### src/rtl/pipeline_arbiter.sv
// Round-robin arbiter sharing one external enable-stalled pipeline among R requesters.
// Issued words carry a requester tag through a shift register aligned with the pipeline.
module pipeline_arbiter #(
    parameter int DW = 32,
    parameter int N  = 4,
    parameter int R  = 4
) (
    input  logic            clk,
    input  logic            nreset,
    input  logic            en,
    input  logic [R-1:0]    req_valid,
    input  logic [R*DW-1:0] req_data,
    output logic [R-1:0]    req_ready,
    output logic            pipe_en,
    output logic            pipe_valid_in,
    output logic [DW-1:0]   pipe_data_in,
    input  logic            pipe_valid_out,
    input  logic [DW-1:0]   pipe_data_out,
    output logic [R-1:0]    rsp_valid,
    output logic [DW-1:0]   rsp_data,
    input  logic [R-1:0]    rsp_ready,
    output logic            busy
);
    localparam int IW = $clog2(R);
    localparam int CW = $clog2(N + 1);

    logic [IW-1:0]        ptr;
    logic [IW-1:0]        gnt_id;
    logic [IW-1:0]        tag_out;
    logic [N-1:0][IW-1:0] tag;
    logic [CW-1:0]        cnt;
    logic [R-1:0]         grant;
    logic                 found;
    logic                 stall;
    logic                 accept;
    logic                 rsp_hs;

    assign tag_out = tag[N-1];
    assign stall   = pipe_valid_out & ~rsp_ready[tag_out];
    assign pipe_en = en & ~stall;

    // Search starts one past the last granted ID so every requester gets a turn.
    always_comb begin
        grant  = '0;
        gnt_id = '0;
        found  = 1'b0;
        for (int k = 1; k <= R; k++) begin
            if (!found && req_valid[(int'(ptr) + k) % R]) begin
                found                        = 1'b1;
                gnt_id                       = IW'((int'(ptr) + k) % R);
                grant[(int'(ptr) + k) % R]   = 1'b1;
            end
        end
    end

    assign req_ready     = grant & {R{pipe_en}};
    assign accept        = found & pipe_en;
    assign pipe_valid_in = |(req_valid & req_ready);
    assign pipe_data_in  = found ? req_data[int'(gnt_id)*DW +: DW] : '0;

    for (genvar i = 0; i < R; i++) begin : g_rsp
        assign rsp_valid[i] = pipe_valid_out & (tag_out == IW'(i));
    end

    assign rsp_data = pipe_data_out;
    assign rsp_hs   = |(rsp_valid & rsp_ready);
    assign busy     = (cnt != '0);

    always_ff @(posedge clk or negedge nreset) begin
        if (!nreset) begin
            ptr <= IW'(R - 1);
        end else if (accept) begin
            ptr <= gnt_id;
        end
    end

    // Tags move in lockstep with the pipeline; bubble slots carry a don't-care ID.
    always_ff @(posedge clk or negedge nreset) begin
        if (!nreset) begin
            tag <= '0;
        end else if (pipe_en) begin
            tag[0] <= gnt_id;
            for (int k = 1; k < N; k++) begin
                tag[k] <= tag[k-1];
            end
        end
    end

    always_ff @(posedge clk or negedge nreset) begin
        if (!nreset) begin
            cnt <= '0;
        end else if (accept != rsp_hs) begin
            cnt <= accept ? cnt + CW'(1) : cnt - CW'(1);
        end
    end
endmodule

### config.mk
export PLATFORM = sky130hd
export DESIGN_NAME = pipeline_arbiter
export DESIGN_NICKNAME = d
export VERILOG_FILES = /design/src/rtl/pipeline_arbiter.sv
export SDC_FILE = /design/constraint.sdc
export NUM_CORES = 1
export LEC_CHECK = 0
export CELL_PAD_IN_SITES_DETAIL_PLACEMENT = 1
export CELL_PAD_IN_SITES_GLOBAL_PLACEMENT = 1
export CORE_MARGIN = 4
export CORE_UTILIZATION = 30
export CTS_CLUSTER_DIAMETER = 150
export DETAILED_ROUTE_END_ITERATION = 12
export DONT_BUFFER_PORTS = 1
export GPL_ROUTABILITY_DRIVEN = 1
export PLACE_DENSITY_LB_ADDON = 0.1
export SYNTH_ARGS = -nofsm -noshare
export SYNTH_HDL_FRONTEND = slang
export SYNTH_SLANG_ARGS = --single-unit
### constraint.sdc
create_clock -name clk -period 11.07 [get_ports clk]
set_clock_uncertainty 0.2 [all_clocks]
set_input_delay 2.214 -clock clk [delete_from_list [all_inputs] [get_ports clk]]
set_output_delay 2.214 -clock clk [all_outputs]
set_load 0.01 [all_outputs]
==> metrics.md <==
| Metric | Value |
|---|---|
| Seq cells post-synth | 13 |
| First-pass GRT wire length | 15,300 um |
| Critical path class | in -> out |
| CP max stage delay | 0.58 ns |
| Crit-path cells | mux4_2 -> nor2_2 -> o21ai_1 -> o211ai_2 -> buf_4 -> a21o_4 -> o22ai_1 |
| Status | complete, no violations |
| Asr flop ratio synth | 1.00 |
| Die W | 109 um |
| Post-layout min period | 6.93 ns |
| Setup repair bufs after CTS | 0 |
| DP Cell Count | 426 |
| TritonCTS Buffers | 3 |
| Global Route Usage Sum | 0.162 |
| Largest cells by area after synthesis | o22ai_2 12%, mux2i_1 11%, dfrtp_1 9.1% |
| ANT cells | 0 |
| Filler cells | 1,229 |
| FF-to-FF End | cnt[1] |
| Fin Setup TNS | 0 ns |
| Share of the yosys chip area belonging to registers | 0.108 |
| RR Startpoint | ptr[1] |
| Detailed Route WL | 10,200 um |
| H-tree depth | 1 |
| Worst Tran Pin Value | 0.926 ns |
| WHS Path Cells | 1 |
| Number of port buffers | 0 |
| Critical path's top delay family | compound AO/OA/AOI/OAI gates |
| Min-Delay Path Class | reg -> reg |
| Cts hold-fix bufs | 0 |
| Setup violators final | 0 |
| Max_cap viols | 0 |
| Clock slew at reported path FFs | 0.05 ns |
| Syn_area_per_cell | 8.66 sq um |
| DR iter-0 viols | 102 |
| Post-DP HPWL | 7760 um |
| P_leak | 1.00 nW |
| Clk sinks | 13 |
| Via count | 2,647 |
| Core area | 9820 sq um |
| Worst Setup End Kind | output pin |
| Final period utilization | 0.626 |
| Final nets | 479 |
| CP max-delay cell | mux4_2 |
| Relative slew slack | 0.381 |
| TritonCTS clock tree | done |
| Ys flop type | dfrtp_1 |
| Post-Syn Nets | 532 |
| CP Buf/Inv Count | 1 |
| FP Rows | 36 |
| Worst skew pair latency | 0.25 ns |
| CP arrival | 4.52 ns |
| Power Dens Cells | 498 nW/um^2 |
| DIE HEIGHT | 109 um |
| GRT overflow | 0 |
| Post-synth EDFFs | 0 |
| Initial antenna violation count | 0 |
| Netlist cell types | 46 |
| RSZ-0062 raised after global routing | no |
| Post-DRT Antenna Nets | 0 |
| Vias in the first global route | 2,770 |
| CP Max Fanout | 32 |
| Multi-input gate area | 2190 sq um |
| Worst hold path endpoint | cnt[2] |
| Non-filler cells, final | 430 |
| Largest net degree at the start of global routing | 48 |
| IO Pins | 247 |
| Warnings from Yosys | 0 |
| Syn Inst Count | 351 |
| Share of cells above drive strength 1 | 0.205 |
| DP Worst Slack | 4.08 ns |
| Maximum vdd ir drop | 0.156 mV |
| Root Buffer | clkbuf_8 |
| Crit path launch type | input pin |
| Cells on worst reg2reg path | 8 |
| Overall Power | 1.39 mW |
| FF-to-FF setup slack | 7.40 ns |
| Max Buffers Root-to-Sink | 2 |
| Post-Synthesis Cell Area | 3040 sq um |
| Post-synth top cells | 37 x o22ai_1, 34 x mux2i_1, 33 x buf_4, 32 x o21ai_1, 31 x o22a_1 |
| Most common cell in the synthesized netlist | o22ai_1 |
| Final setup margin | 4.14 ns |
| FMAX | 0.144 GHz |
| DRC errors left | 0 |
| Final Hold Viols | 0 |
| Worst EP required | 8.66 ns |
| Synth top area share | 0.123 |
| Area Overhead vs Synth | -8.07% |
| Synth area leader | o22ai_2 |
| Die area | 11,800 sq um |
| Final Slew Violations | 0 |
| Register area | 328 sq um |
| RePlAce Congestion | 0.765 |
| Min-delay src | cnt[2] |
| DR WL/cell | 23.7 um |
| Via density | 6.16 |
| Initial core utilization | 0.310 |
| Drt first pass iters | 4 |
| Post_cts resized | 0 |
routing by layer:
metal	global-route usage	part of all wire	up-vias
met4	0.0289	0.015	0
met5	0	0	-
met2	0.288	0.50	132
met1	0.191	0.39	1274
met3	0.0533	0.088	19
li1	-	-	1222
through the flow:
step	hold WS, ns	area, sq um	utilization
2_1_floorplan	0.239	3040	-
3_3_place_gp	0.255	2750	0.280
3_5_place_dp	0.261	2750	0.280
4_1_cts	0.273	2800	0.285
5_1_grt	0.302	2800	0.285
6_report	0.273	2800	0.285
layout by cell type (no fill, tap or decap), types with 3 or more instances in the layout:
cell,count
ha_1,8
xnor2_1,3
o22a_1,31
a221oi_1,4
nand2b_1,5
o22ai_2,30
nand2_1,21
dfrtp_1,11
mux2_2,5
mux4_2,4
o21ai_1,31
o21ai_0,9
clkbuf_8,3
inv_1,9
o21ai_2,3
a21oi_1,4
o22ai_1,37
nor2_1,8
mux2i_1,34
buf_4,4
power breakdown:
part | total (mW) | internal (mW) | switching [mW]
clock | 0.0427 | 0.0254 | 0.0173
combinational | 1.25 | 0.477 | 0.777
sequential | 0.0946 | 0.0738 | 0.0207
layout make-up:
class,instances,area share
multi-input cells,266,0.783
flip-flops and latches,13,0.117
well taps,133,0.0595
clock buffers,4,0.0161
inverters,10,0.0134
repair buffers,4,0.0107
how the worst max path moves through the flow:
| stage | cells past startpoint | start | to | slack [ns] |
|---|---|---|---|---|
| after floorplan | 8 | req_valid[3] | pipe_data_in[10] | 4.81 |
| after global placement | 7 | req_valid[1] | pipe_data_in[30] | 4.14 |
| after detailed placement | 7 | req_valid[1] | pipe_data_in[30] | 4.08 |
| after CTS | 7 | req_valid[1] | pipe_data_in[30] | 4.09 |
| after global routing | 7 | req_valid[1] | pipe_data_in[30] | 3.94 |
| final | 7 | req_valid[1] | pipe_data_in[30] | 4.14 |
flip-flops by register name (all words and copies together), names as in the netlist:
| register | cells |
|---|---|
| cnt | 3 |
| ptr | 2 |
| tag | 6 |
| tag_out | 2 |
kinds of logic after synthesis:
logic type	synth area share
adder cells (fa/ha/maj)	0.0395
AND/OR/NAND/NOR	0.0757
multiplexers	0.164
buffers and inverters	0.174
XOR/XNOR	0.00864
flip-flops	0.108
AO/OA/AOI/OAI	0.431
No activity file was read; power rests on OpenSTA's default activity.
